<file path="config.mk">
export PLATFORM = sky130hd
export DESIGN_NAME = mem_arbiter
export DESIGN_NICKNAME = d
export VERILOG_FILES = /design/src/rtl/mem_arbiter.sv
export SDC_FILE = /design/constraint.sdc
export NUM_CORES = 1
export LEC_CHECK = 0
export CAP_MARGIN = 0
export CORE_AREA = 2 2 187 189
export CTS_CLUSTER_DIAMETER = 80
export DETAILED_ROUTE_END_ITERATION = 8
export DIE_AREA = 0 0 189 191
export GPL_TIMING_DRIVEN = 0
export RECOVER_POWER = 100
export SETUP_SLACK_MARGIN = 0.1
export SYNTH_ARGS = -nofsm -noshare
export SYNTH_HDL_FRONTEND = slang
export SYNTH_SLANG_ARGS = --single-unit
</file>
<file path="constraint.sdc">
create_clock -name clk_i -period 12.55 [get_ports clk_i]
set_input_delay 2.51 -clock clk_i [delete_from_list [all_inputs] [get_ports clk_i]]
set_output_delay 2.51 -clock clk_i [all_outputs]
set_load 0.03 [all_outputs]
</file>
<file path="src/rtl/mem_arbiter.sv">
`timescale 1ns/1ps
// Two-requester round-robin line-fill arbiter in front of a single-outstanding
// memory read port. One transaction at a time: IDLE -> ISSUE -> WAIT -> RESP.
module mem_arbiter #(
  parameter int AddrWidth  = 32,
  parameter int LineSize   = 128,
  parameter int OffsetBits = 4
) (
  input  logic                 clk_i,
  input  logic                 rst_i,
  input  logic                 req0_read_en_i,
  input  logic [AddrWidth-1:0] req0_addr_i,
  output logic                 req0_valid_o,
  output logic [LineSize-1:0]  req0_data_o,
  input  logic                 req1_read_en_i,
  input  logic [AddrWidth-1:0] req1_addr_i,
  output logic                 req1_valid_o,
  output logic [LineSize-1:0]  req1_data_o,
  output logic [AddrWidth-1:0] mem_addr_o,
  output logic                 mem_read_en_o,
  input  logic                 mem_read_valid_i,
  input  logic [LineSize-1:0]  mem_read_data_i,
  output logic                 busy_o
);

  localparam logic [AddrWidth-1:0] AlignMask =
    {{(AddrWidth-OffsetBits){1'b1}}, {OffsetBits{1'b0}}};

  typedef enum logic [1:0] {IDLE, ISSUE, WAIT, RESP} state_e;

  state_e                state_q, state_d;
  logic                  grant_q;       // requester owning the in-flight transaction
  logic                  last_grant_q;  // requester granted most recently
  logic                  winner;
  logic                  grant_en;
  logic [AddrWidth-1:0]  addr_q;
  logic [LineSize-1:0]   line_q;

  // Round-robin pick: a lone requester wins; on contention the one not granted last wins.
  always_comb begin
    winner = 1'b0;
    if (req0_read_en_i && req1_read_en_i) begin
      winner = ~last_grant_q;
    end else if (req1_read_en_i) begin
      winner = 1'b1;
    end
    grant_en = (state_q == IDLE) && (req0_read_en_i || req1_read_en_i);
  end

  // Next-state logic.
  always_comb begin
    state_d = state_q;
    unique case (state_q)
      IDLE:  if (grant_en) state_d = ISSUE;
      ISSUE: state_d = WAIT;
      WAIT:  if (mem_read_valid_i) state_d = RESP;
      RESP:  state_d = IDLE;
      default: state_d = IDLE;
    endcase
  end

  // State register.
  always_ff @(posedge clk_i or posedge rst_i) begin
    if (rst_i) begin
      state_q <= IDLE;
    end else begin
      state_q <= state_d;
    end
  end

  // Grant bookkeeping and aligned address capture, updated only when a grant is made.
  always_ff @(posedge clk_i or posedge rst_i) begin
    if (rst_i) begin
      grant_q      <= 1'b0;
      last_grant_q <= 1'b1;
      addr_q       <= '0;
    end else if (grant_en) begin
      grant_q      <= winner;
      last_grant_q <= winner;
      addr_q       <= (winner ? req1_addr_i : req0_addr_i) & AlignMask;
    end
  end

  // Memory response capture; strobes outside WAIT are ignored.
  always_ff @(posedge clk_i or posedge rst_i) begin
    if (rst_i) begin
      line_q <= '0;
    end else if (state_q == WAIT && mem_read_valid_i) begin
      line_q <= mem_read_data_i;
    end
  end

  assign mem_read_en_o = (state_q == ISSUE);
  assign mem_addr_o    = (state_q == ISSUE || state_q == WAIT) ? addr_q : '0;
  assign busy_o        = (state_q != IDLE);
  assign req0_valid_o  = (state_q == RESP) && !grant_q && req0_read_en_i;
  assign req1_valid_o  = (state_q == RESP) &&  grant_q && req1_read_en_i;
  assign req0_data_o   = line_q;
  assign req1_data_o   = line_q;

endmodule

</file>
==> results.sh, run 1 <==
export IMPL_status="finished with violations"
export IMPL_violations="max-capacitance violations, max-slew violations"
export IMPL_synth_compound_area_share_pct=4.909
export IMPL_path_cells="dlygate4sd3_1, and3_2, dlygate4sd3_1"
export IMPL_power_frac_clock_pct=12.2
export IMPL_hold_viol=0
export IMPL_synth_distinct_cells=26
export IMPL_worst_pin_slew_ns=3.906
export IMPL_power_switching_uw=2025
export IMPL_maxSlewHeadroom_pct=-161.8
export IMPL_htreeDepth=4
export IMPL_fin_cells=1582
export IMPL_seq_area_frac_synth_pct=53.45
export IMPL_clock_sinks=160
export IMPL_vias_per_cell=3.915
export IMPL_grt_setup_unrepaired="no"
export IMPL_synth_xor_area_share_pct=0
export IMPL_finalInstanceArea_mm2=0.01341
export IMPL_crit_path_start_kind="input pin"
export IMPL_synthAdderAreaFrac_pct=0.8349
export IMPL_path_clk_slew_ns=0.06
export IMPL_dieHeight_um=191
export IMPL_fmax_mhz=149.6
export IMPL_placed_cell_area_mm2=0.01286
export IMPL_hold_buffers=0
export IMPL_routed_via_count=6193
export IMPL_first_pass_iters=4
export IMPL_wl_met3_um=1952
export IMPL_io_buffers=475
export IMPL_arrival_ns=4.18
export IMPL_dp_cells=1550
export IMPL_cts_resized=0
export IMPL_final_setup_viol_count=0
export IMPL_netlist_instances=616
export IMPL_path_buf_inv=2
export IMPL_crit_family="buffers and inverters"
export IMPL_cap_viol_max_count=1
export IMPL_rows=68
export IMPL_period_share_pct=53.28
export IMPL_finalCriticalPeriod_ns=6.686
export IMPL_grtUsageTotal_pct=14.21
export IMPL_slowest_stage="dlygate4sd3_1"
export IMPL_pwr_share_seq_pct=22.8
export IMPL_grt_pass1_wl_um=38550
export IMPL_cp_common_cell="dlygate4sd3_1"
export IMPL_place_gp_congestion=0.7757
export IMPL_fin_worst_skew_ns=0.008866
export IMPL_clock_root_buffer="clkbuf_16"
export IMPL_cts_buffers=17
export IMPL_worst_hold_path_type="flop to flop"
export IMPL_num_antenna_cells=0
export IMPL_final_nets=1316
export IMPL_clk_path_buf_depth=2
export IMPL_antenna_found_initial=0
export IMPL_grt_overflow_total=0
export IMPL_top_layer_used="met4"
export IMPL_yosys_area_share_simple_pct=5.543
export IMPL_swShare_pct=46.35
export IMPL_wl_per_cell_um=16.59
export IMPL_routed_wl_met2_um=13530
export IMPL_cp_slowest_stage_delay_ns=0.76
export IMPL_drive_gt1_share_pct=27.42
export IMPL_hold_ws_ns=0.5054
export IMPL_synth_seq_cells=160
export IMPL_start_util_pct=21.96
export IMPL_synthesis_area_mm2=0.007493
export IMPL_synth_top_family_by_area="multiplexers"
export IMPL_chipWidth_um=189
export IMPL_clock_latency_ns=0.44
export IMPL_synthMuxAreaShare_pct=19.39
export IMPL_route_detailed_drc=0
export IMPL_post_dp_hpwl_um=21060
export IMPL_worst_ep_required_time_ns=10.04
export IMPL_p_leak_uw=0.005841
export IMPL_cts_tree="built"
export IMPL_cellPowerDensity_mw_per_mm2=325.9
export IMPL_pin_count=489
export IMPL_crit_fanout=7
export IMPL_tns_ns=0
export IMPL_p_int_uw=2344
export IMPL_ant_nets=0
export IMPL_critical_path_class="input pin to output pin"
export IMPL_dr_first_iter_drc_count=133
export IMPL_final_max_slew_viol_count=81
export IMPL_wl_met1_um=10320
export IMPL_comb_power_share_pct=65.0
export IMPL_cp_end_kind="output pin"
export IMPL_synth_area_per_cell_um2=12.16
export IMPL_vdd_ir_drop_max_v=0.0001389
export IMPL_grt_pass1_vias=6354
export IMPL_wirelength_um=26240
export IMPL_ys_warnings_count=0
export IMPL_area_growth_pct=78.90
export IMPL_grt_max_degree=82
export IMPL_cts_setup_buffers=0
export IMPL_coreArea_mm2=0.03412
export IMPL_die_area_mm2=0.03610
[tightest hold or removal path, cell delays in order, from the launching register on]
cell and delay, ns:
dfrtp_1 0.36, nand2_1 0.05, o21ai_1 0.06
[area by class of cell]
class	count	area [µm²]
fill	3337	20710
timing repair buffer	476	4782
sequential	160	4005
multi-input combinational	293	2302
buffer	161	1126
tap	455	569.3
clock buffer	21	470.5
clock inverter	11	130.1
inverter	5	20.02
[cell families after synthesis]
logic type	after synthesis
compound gates	65
fa+ha+maj	5
buf+inv	166
flops	160
mux	129
other cells	1
simple gates	90
[synthesized netlist by cell type]
| master | number | area (µm²) |
|---|---|---|
| a21boi_4 | 1 | 18.77 |
| o21ai_2 | 1 | 8.760 |
| a31oi_1 | 1 | 6.260 |
| buf_4 | 138 | 1036 |
| nor3b_1 | 1 | 7.510 |
| clkbuf_1 | 4 | 15.01 |
| buf_2 | 14 | 70.07 |
| a21oi_1 | 55 | 275.3 |
| inv_1 | 5 | 18.77 |
| buf_6 | 3 | 33.78 |
| clkbuf_2 | 1 | 5.000 |
| ha_1 | 5 | 62.56 |
| dfrtp_1 | 159 | 3979 |
| dfstp_2 | 1 | 26.28 |
| and2_1 | 28 | 175.2 |
| nand2_1 | 31 | 116.4 |
| a21bo_2 | 1 | 10.01 |
| mux2_2 | 129 | 1453 |
| o21ai_1 | 1 | 5.000 |
| clkbuf_4 | 1 | 7.510 |
| nor2_1 | 29 | 108.9 |
| o21a_1 | 1 | 7.510 |
| a21oi_2 | 3 | 26.28 |
| conb_1 | 1 | 3.750 |
| o32a_1 | 1 | 10.01 |
| and3_2 | 1 | 7.510 |
[final timing paths]
| check | startpoint | endpoint | slack, ns | depth (start not counted) |
|---|---|---|---|---|
| worst max-delay path | req1_read_en_i | req1_valid_o | 5.86 | 3 |
| worst min-delay path | grant_q | grant_q | 0.51 | 2 |
| worst max register to register | state_q[0] | req0_data_o[121] | 9.95 | 6 |
| worst min register to register | grant_q | grant_q | 0.51 | 2 |
| max in group asynchronous | rst_i | state_q[0] | 7.08 | 2 |
| min in group asynchronous | rst_i | req0_data_o[12] | 3.72 | 2 |
[per-stage QoR]
stage	total power, µW	utilization [%]	worst slack (ns)
2_1_floorplan	2790	-	5.722
3_3_place_gp	4064	37.60	3.036
3_5_place_dp	4091	37.70	6.003
4_1_cts	4645	39.46	5.996
5_1_grt	4598	39.29	5.793
6_report	4369	39.29	5.864
[power by group through the flow]
stage	combinational [µW]	clock, µW	sequential (µW)
after floorplan	1420	0	1370
after global placement	3050	0	1010
after detailed placement	3070	0	1020
after CTS	3080	554	1010
after global routing	2990	575	1040
final	2840	534	996
[flip-flops by register name, indices dropped and copies added (netlist names)]
signal        cells
req0_data_o     128
addr_q           28
state_q           2
grant_q           1
last_grant_q      1
[cell usage in the layout, fill, tap and decap left out, types with 2 or more instances in the layout]
master and n:
bufinv_16 2, and2_1 28, a21oi_2 3, dfrtp_1 159, clkbuf_16 17, clkbuf_1 22
buf_4 135, clkinvlp_4 4, a21oi_1 55, conb_1 4, nand2_1 31, mux2_2 129
dlygate4sd3_1 291, inv_1 4, clkdlybuf4s50_1 184, clkinv_4 2, ha_1 5, buf_2 2
inv_6 2, nor2_1 29, clkbuf_8 3
[layer usage]
layer	track usage, %	up-vias
li1	-	2921
met1	16.35	2972
met2	24.61	274
met3	5.030	26
met4	4.567	0
met5	0	-
Power figures use the tool's default switching activity.
==> inputs of run 2 (changes only) <==
CORE_AREA = 2 2 189 191   (was 2 2 187 189)
DIE_AREA = 0 0 191 193   (was 0 0 189 191)
clock period = 5.9 ns   (was 12.55 ns; I/O delays follow)
==> run 2 against run 1 <==
The run still ends with max-capacitance violations, max-slew violations left. Core utilization fell by 1.0 points. Highest routed layer unchanged. Sequential power rose by 110%. Sequential share of layout area rose by 0.056 points. Die area rose by 2.1%. Critical path depth did not move. Wire length rose by 0.20%. Combinational power rose by 110%. Design area fell by 0.19%. First-iteration DRC count rose by 9.8%. Clock power rose by 110%. Flip-flop and latch count did not move. Largest power group unchanged.
==> results.sh, run 2 (same netlist as run 1, synthesis figures left out) <==
export IMPL_first_pass_iters=6
export IMPL_setup_worst_path_start="rst_i"
export IMPL_cp_slowest_stage_delay_ns=1.38
export IMPL_maxSlewHeadroom_pct=-59.20
export IMPL_arrival_ns=4.60
export IMPL_crit_path_start_kind="input pin"
export IMPL_power_switching_uw=4343
export IMPL_grt_overflow_total=0
export IMPL_comb_power_share_pct=65.2
export IMPL_wirelength_um=26290
export IMPL_drive_gt1_share_pct=27.51
export IMPL_p_int_uw=4929
export IMPL_fmax_mhz=230.9
export IMPL_routed_via_count=6197
export IMPL_ant_nets=0
export IMPL_grt_pass1_wl_um=37770
export IMPL_clock_root_buffer="clkbuf_16"
export IMPL_coreArea_mm2=0.03496
export IMPL_clock_sinks=160
export IMPL_dr_first_iter_drc_count=146
export IMPL_area_growth_pct=78.56
export IMPL_wl_per_cell_um=16.55
export IMPL_r2r_start="state_q[0]"
export IMPL_grt_pass1_vias=6175
export IMPL_start_util_pct=21.43
export IMPL_rows=69
export IMPL_clock_latency_ns=0.45
export IMPL_chipWidth_um=191
export IMPL_hold_viol=0
export IMPL_vdd_ir_drop_max_v=0.0003228
export IMPL_worst_hold_path_type="flop to flop"
export IMPL_cap_viol_max_count=2
export IMPL_status="finished with violations"
export IMPL_pwr_share_seq_pct=22.7
export IMPL_htreeDepth=4
export IMPL_cellPowerDensity_mw_per_mm2=693.0
export IMPL_grt_max_degree=110
export IMPL_die_area_mm2=0.03686
export IMPL_antenna_found_initial=1
export IMPL_pin_count=489
export IMPL_path_clk_slew_ns=0.07
export IMPL_dieHeight_um=193
export IMPL_grt_setup_unrepaired="no"
export IMPL_largest_register_ffs=128
export IMPL_cts_buffers=17
export IMPL_hold_buffers=0
export IMPL_worst_ep_required_time_ns=6.17
export IMPL_cp_end_kind="asynchronous set/reset pin"
export IMPL_layout_commonest_cell="dlygate4sd3_1"
export IMPL_worst_pin_slew_ns=2.375
export IMPL_power_frac_clock_pct=12.1
export IMPL_final_max_slew_viol_count=163
export IMPL_cts_setup_buffers=0
export IMPL_violations="max-capacitance violations, max-slew violations"
export IMPL_path_cells="dlygate4sd3_1, clkinvlp_2, clkbuf_4"
export IMPL_fillerInstances=3484
export IMPL_finalCriticalPeriod_ns=4.330
export IMPL_cts_resized=0
export IMPL_period_share_pct=73.40
export IMPL_critical_path_class="input pin to asynchronous set/reset pin"
export IMPL_grtUsageTotal_pct=13.83
export IMPL_layout_common_cells="dlygate4sd3_1 (291), clkdlybuf4s50_1 (184), dfrtp_1 (159), buf_4 (135), mux2_2 (129)"
export IMPL_crit_fanout=109
export IMPL_post_dp_hpwl_um=20790
export IMPL_p_leak_uw=0.005832
export IMPL_fin_worst_skew_ns=0.01310
export IMPL_clk_path_buf_depth=2
export IMPL_route_detailed_drc=0
export IMPL_hold_ws_ns=0.5072
export IMPL_final_nets=1316
export IMPL_vias_per_cell=3.900
export IMPL_cts_tree="built"
export IMPL_place_gp_congestion=0.7433
export IMPL_swShare_pct=46.84
export IMPL_slowest_stage="clkbuf_4"
export IMPL_fin_util_pct=38.27
export IMPL_final_setup_viol_count=0
export IMPL_holdCritStartpoint="grant_q"
export IMPL_io_buffers=475
run 2: metal layers:
metal	global-route usage [%]	vias to the layer above	wire length [µm]
li1	-	2917	-
met1	15.65	3014	10080
met2	24.44	254	13770
met3	4.995	12	2186
met4	4.025	0	257
met5	0	-	0
run 2: through the flow:
stage	std cells	power [µW]	instance area [µm²]	worst slack, ns	TNS, ns
floorplan	619	5935	7505	0.4017	0
global placement	1555	8632	12840	-2.367	-375.09
detailed placement	1556	8700	12870	2.007	0
CTS	1588	9871	13460	1.596	0
global route	1589	9806	13380	0.8589	0
finish	1589	9272	13380	1.570	0
run 2: final cells by class:
cell class	instances	area (µm²)	area share, %
tap	461	576.8	4.311
sequential	160	4005	29.93
antenna	1	2.502	0.01870
clock buffer	18	439.2	3.282
timing repair buffer	476	4762	35.59
buffer	161	1126	8.416
multi-input combinational	293	2302	17.21
clock inverter	14	146.4	1.094
inverter	5	20.02	0.1496
run 2: power groups by stage:
| stage | Clock, µW | Sequential, µW | Combinational, µW |
|---|---|---|---|
| detailed placement | 0 | 2160 | 6540 |
| CTS | 1170 | 2140 | 6560 |
| global placement | 0 | 2140 | 6490 |
| floorplan | 0 | 2920 | 3010 |
| finish | 1120 | 2110 | 6040 |
| global route | 1220 | 2190 | 6390 |
run 2: critical path, delay by kind of cell:
kind / cells / cell delay (ns)
buffers and inverters: 3 / 3.25
run 2: final timing paths:
check,slack [ns],to,cells past startpoint
hold reg to reg,0.51,grant_q,2
hold / removal,0.51,grant_q,2
setup reg to reg,3.13,req0_data_o[107],6
min in group asynchronous,1.81,req0_data_o[99],2
max in group clk_i,1.64,mem_addr_o[30],6
setup / recovery,1.57,addr_q[30],3
==> RTL edit: new RTL, settings of run 2 <==
Encoding of `state_e`: now Gray code (2 bits for 4 states).
--- a/src/rtl/mem_arbiter.sv
+++ b/src/rtl/mem_arbiter.sv
@@ -27,5 +27,5 @@
     {{(AddrWidth-OffsetBits){1'b1}}, {OffsetBits{1'b0}}};
 
-  typedef enum logic [1:0] {IDLE, ISSUE, WAIT, RESP} state_e;
+  typedef enum logic [1:0] {IDLE = 2'b00, ISSUE = 2'b01, WAIT = 2'b11, RESP = 2'b10} state_e;
 
   state_e                state_q, state_d;
Formal check against the unedited RTL: no difference found for any inputs over 4 cycles, from zero or initial values and one cycle with rst_i high; so few cycles prove little.
==> RTL edit against run 2 <==
  * The flow still finishes with violations (max-capacitance violations, max-slew violations)
  * Area after synthesis is 5.0% higher
  * Total power is 4.7% lower
  * Routed wire length shrank 0.61%
  * Largest power group unchanged
  * Fmax rose by 8.4%
  * Worst hold slack better by 12 ps
  * Sequential cell count unchanged
  * Cell area is 0.16% lower
  * Critical path depth stayed put
  * Critical path type is now primary input to primary output
  * Count of clock-buffer cells in the layout shrank 1
  * Largest cell class unchanged
  * Worst setup slack improved by 340 ps
==> RTL edit: results (changes against run 2) <==
- The maximum number of pins on one net before global-route repair is 85 (-23%).
- The critical path's top delay family is buffers and inverters.
- The worst-case hold slack is 519 ps (+12.2 ps).
- The internal power consumption is 0.00471 W (-4.5%).
- In the synthesized netlist the dominant register cell turns out to be sky130_fd_sc_hd__dfrtp_1.
- The buffer levels on the longest clock path is 2 (unchanged).
- The placed standard-cell area is 13300 µm² (+3.0%).
- The worst setup path startpoint is req0_read_en_i.
- The placement-stage worst setup slack is 1940 ps (-67.9 ps).
- The final reports fail on max-capacitance violations, max-slew violations.
- The tightest min-delay check is of the flop to flop type.
- The Yosys warning count was 0 (unchanged).
- The number of design rule violations left after detail routing is 0 (unchanged).
- The number of cells traversed by the worst hold path is 1 (-1).
- The critical path data arrival time is 2820 ps (-1780 ps).
- The number of slew-limit violations in the final report came to 77 (-53%).
- The violation count after the first detailed-routing iteration was 171 (+17%).
- Ranked by total cell area, the synthesized netlist is headed by sky130_fd_sc_hd__dfrtp_1 (51%), sky130_fd_sc_hd__mux2_4 (19%), sky130_fd_sc_hd__buf_4 (13%).
- The endpoint identified for the worst register-to-register timing path is req0_data_o[51].
- The maximum net fanout on the critical path came to 5 (-95%).
- The worst clock skew is 11.8 ps (-1.27 ps).
- The overall fraction of global-route tracks in use is 0.136 (-0.00185).
- The total detailed-routing wirelength came to 26100 µm (-0.61%).
- The worst max-slew margin expressed relative to the limit is -1.42 (-0.823).
- The number of distinct library cells after synthesis is 24 (-7.7%).
- The flow ran to the end, but the final reports show violations.
- The total inserted antenna cells is 0 (-1).
- The count of maximum capacitance violations is 1 (-1).
- The count of filler cells inserted in the layout is 3508 (+0.69%).
- The count of port buffers added during placement is 476 (+0.21%).
- The sequential-to-total area share from yosys stat is 0.509 (-0.0257).
- The worst reg2reg path depth came to 4 (-2).
- The half-perimeter wire length of the detailed placement result is 20800 µm (-0.14%).
- The standby leakage power is 5.79 nW (-0.67%).
- The clock-pin transition on the worst setup and hold timing paths is 70 ps (about the same).
- The startpoint of the tightest hold check path is req0_data_o[90].
- For hold timing, the worst endpoint is req0_data_o[90].
- The first-pass detailed-route iteration total is 4 (-2).
- The worst-skew pair later-pin latency is 430 ps (-20 ps).
- Counting instances in the post-synthesis netlist gives the leading cell types as sky130_fd_sc_hd__dfrtp_1 (159), sky130_fd_sc_hd__buf_4 (133), sky130_fd_sc_hd__mux2_4 (100).
- The global placement routability congestion is 0.761 (+2.4%).
- The maximum ir drop on the vdd rail is 0.285 mV (-12%).
- The global-route wire length before repair came to 38000 µm (+0.60%).
- The register-to-register setup slack is 3330 ps (+200 ps).
- The initial antenna violation count is 0 (-1).
- The via-per-instance ratio came to 3.94 (+0.91%).
- The number of nets in the layout is 1308 (-0.61%).
- The fraction of layout cells with a size suffix above 1 is 0.188 (-0.0872).
- The largest individual stage delay along the critical path comes from the cell sky130_fd_sc_hd__dlygate4sd3_1.
- The delay of the slowest cell on the worst path is 820 ps (-560 ps).
- The number of flip-flops under the largest register name is 128 (unchanged).
- CTS placed an instance of sky130_fd_sc_hd__clkbuf_16 at the clock tree root.
-- RTL edit: changes by cell type in the layout (fill, tap and decap cells not counted), sizes merged, moves of 5 or more --
cell,change
nor2,-28
ha,-5
a31oi,+28
a21oi,-27
nand2,+26
-- RTL edit: power by group through the flow --
stage / clock, W / combinational [W] / sequential (W)
4_1_cts: 0.00113 / 0.00643 / 0.00220
3_3_place_gp: 0 / 0.00637 / 0.00220
5_1_grt: 0.00117 / 0.00591 / 0.00224
6_report: 0.00109 / 0.00561 / 0.00215
3_5_place_dp: 0 / 0.00641 / 0.00220
2_1_floorplan: 0 / 0.00307 / 0.00294
-- RTL edit: logic make-up after synthesis --
logic type / share of synthesized area
compound gates: 0.0463
buf+inv: 0.158
flops: 0.509
mux: 0.231
other cells: 0.000476
simple gates: 0.0553
-- RTL edit: area by class of cell --
type                    count  area, µm²  area share
well taps                 461        577      0.0432
flip-flops and latches    160       4010       0.300
clock buffers              17        425      0.0318
inverters                   4       16.3     0.00122
repair buffers            477       4790       0.359
clock inverters            14        133     0.00993
plain buffers             164       1120      0.0840
multi-input cells         287       2290       0.171
-- RTL edit: stage by stage --
stage          instances  power [W]
4_1_cts             1584    0.00975
3_3_place_gp        1552    0.00857
5_1_grt             1584    0.00932
2_1_floorplan        615    0.00601
3_5_place_dp        1553    0.00862
6_report            1584    0.00884
-- RTL edit: per-layer routing --
layer | global-route usage | share of wire | up-vias
met3 | 0.0384 | 0.080 | 14
li1 | - | - | 2930
met1 | 0.169 | 0.41 | 3024
met5 | 0 | 0 | -
met2 | 0.234 | 0.50 | 266
met4 | 0.0346 | 0.0084 | 0
-- RTL edit: worst max-delay path by stage --
stage               slack, ps  cells past startpoint      endpoint
finish                   1900                      3  req0_valid_o
global route             1340                      2    addr_q[11]
CTS                      1920                      3  req0_valid_o
detailed placement       1940                      3  req0_valid_o
global placement        -2190                      2    addr_q[30]
floorplan                 400                      1    addr_q[10]
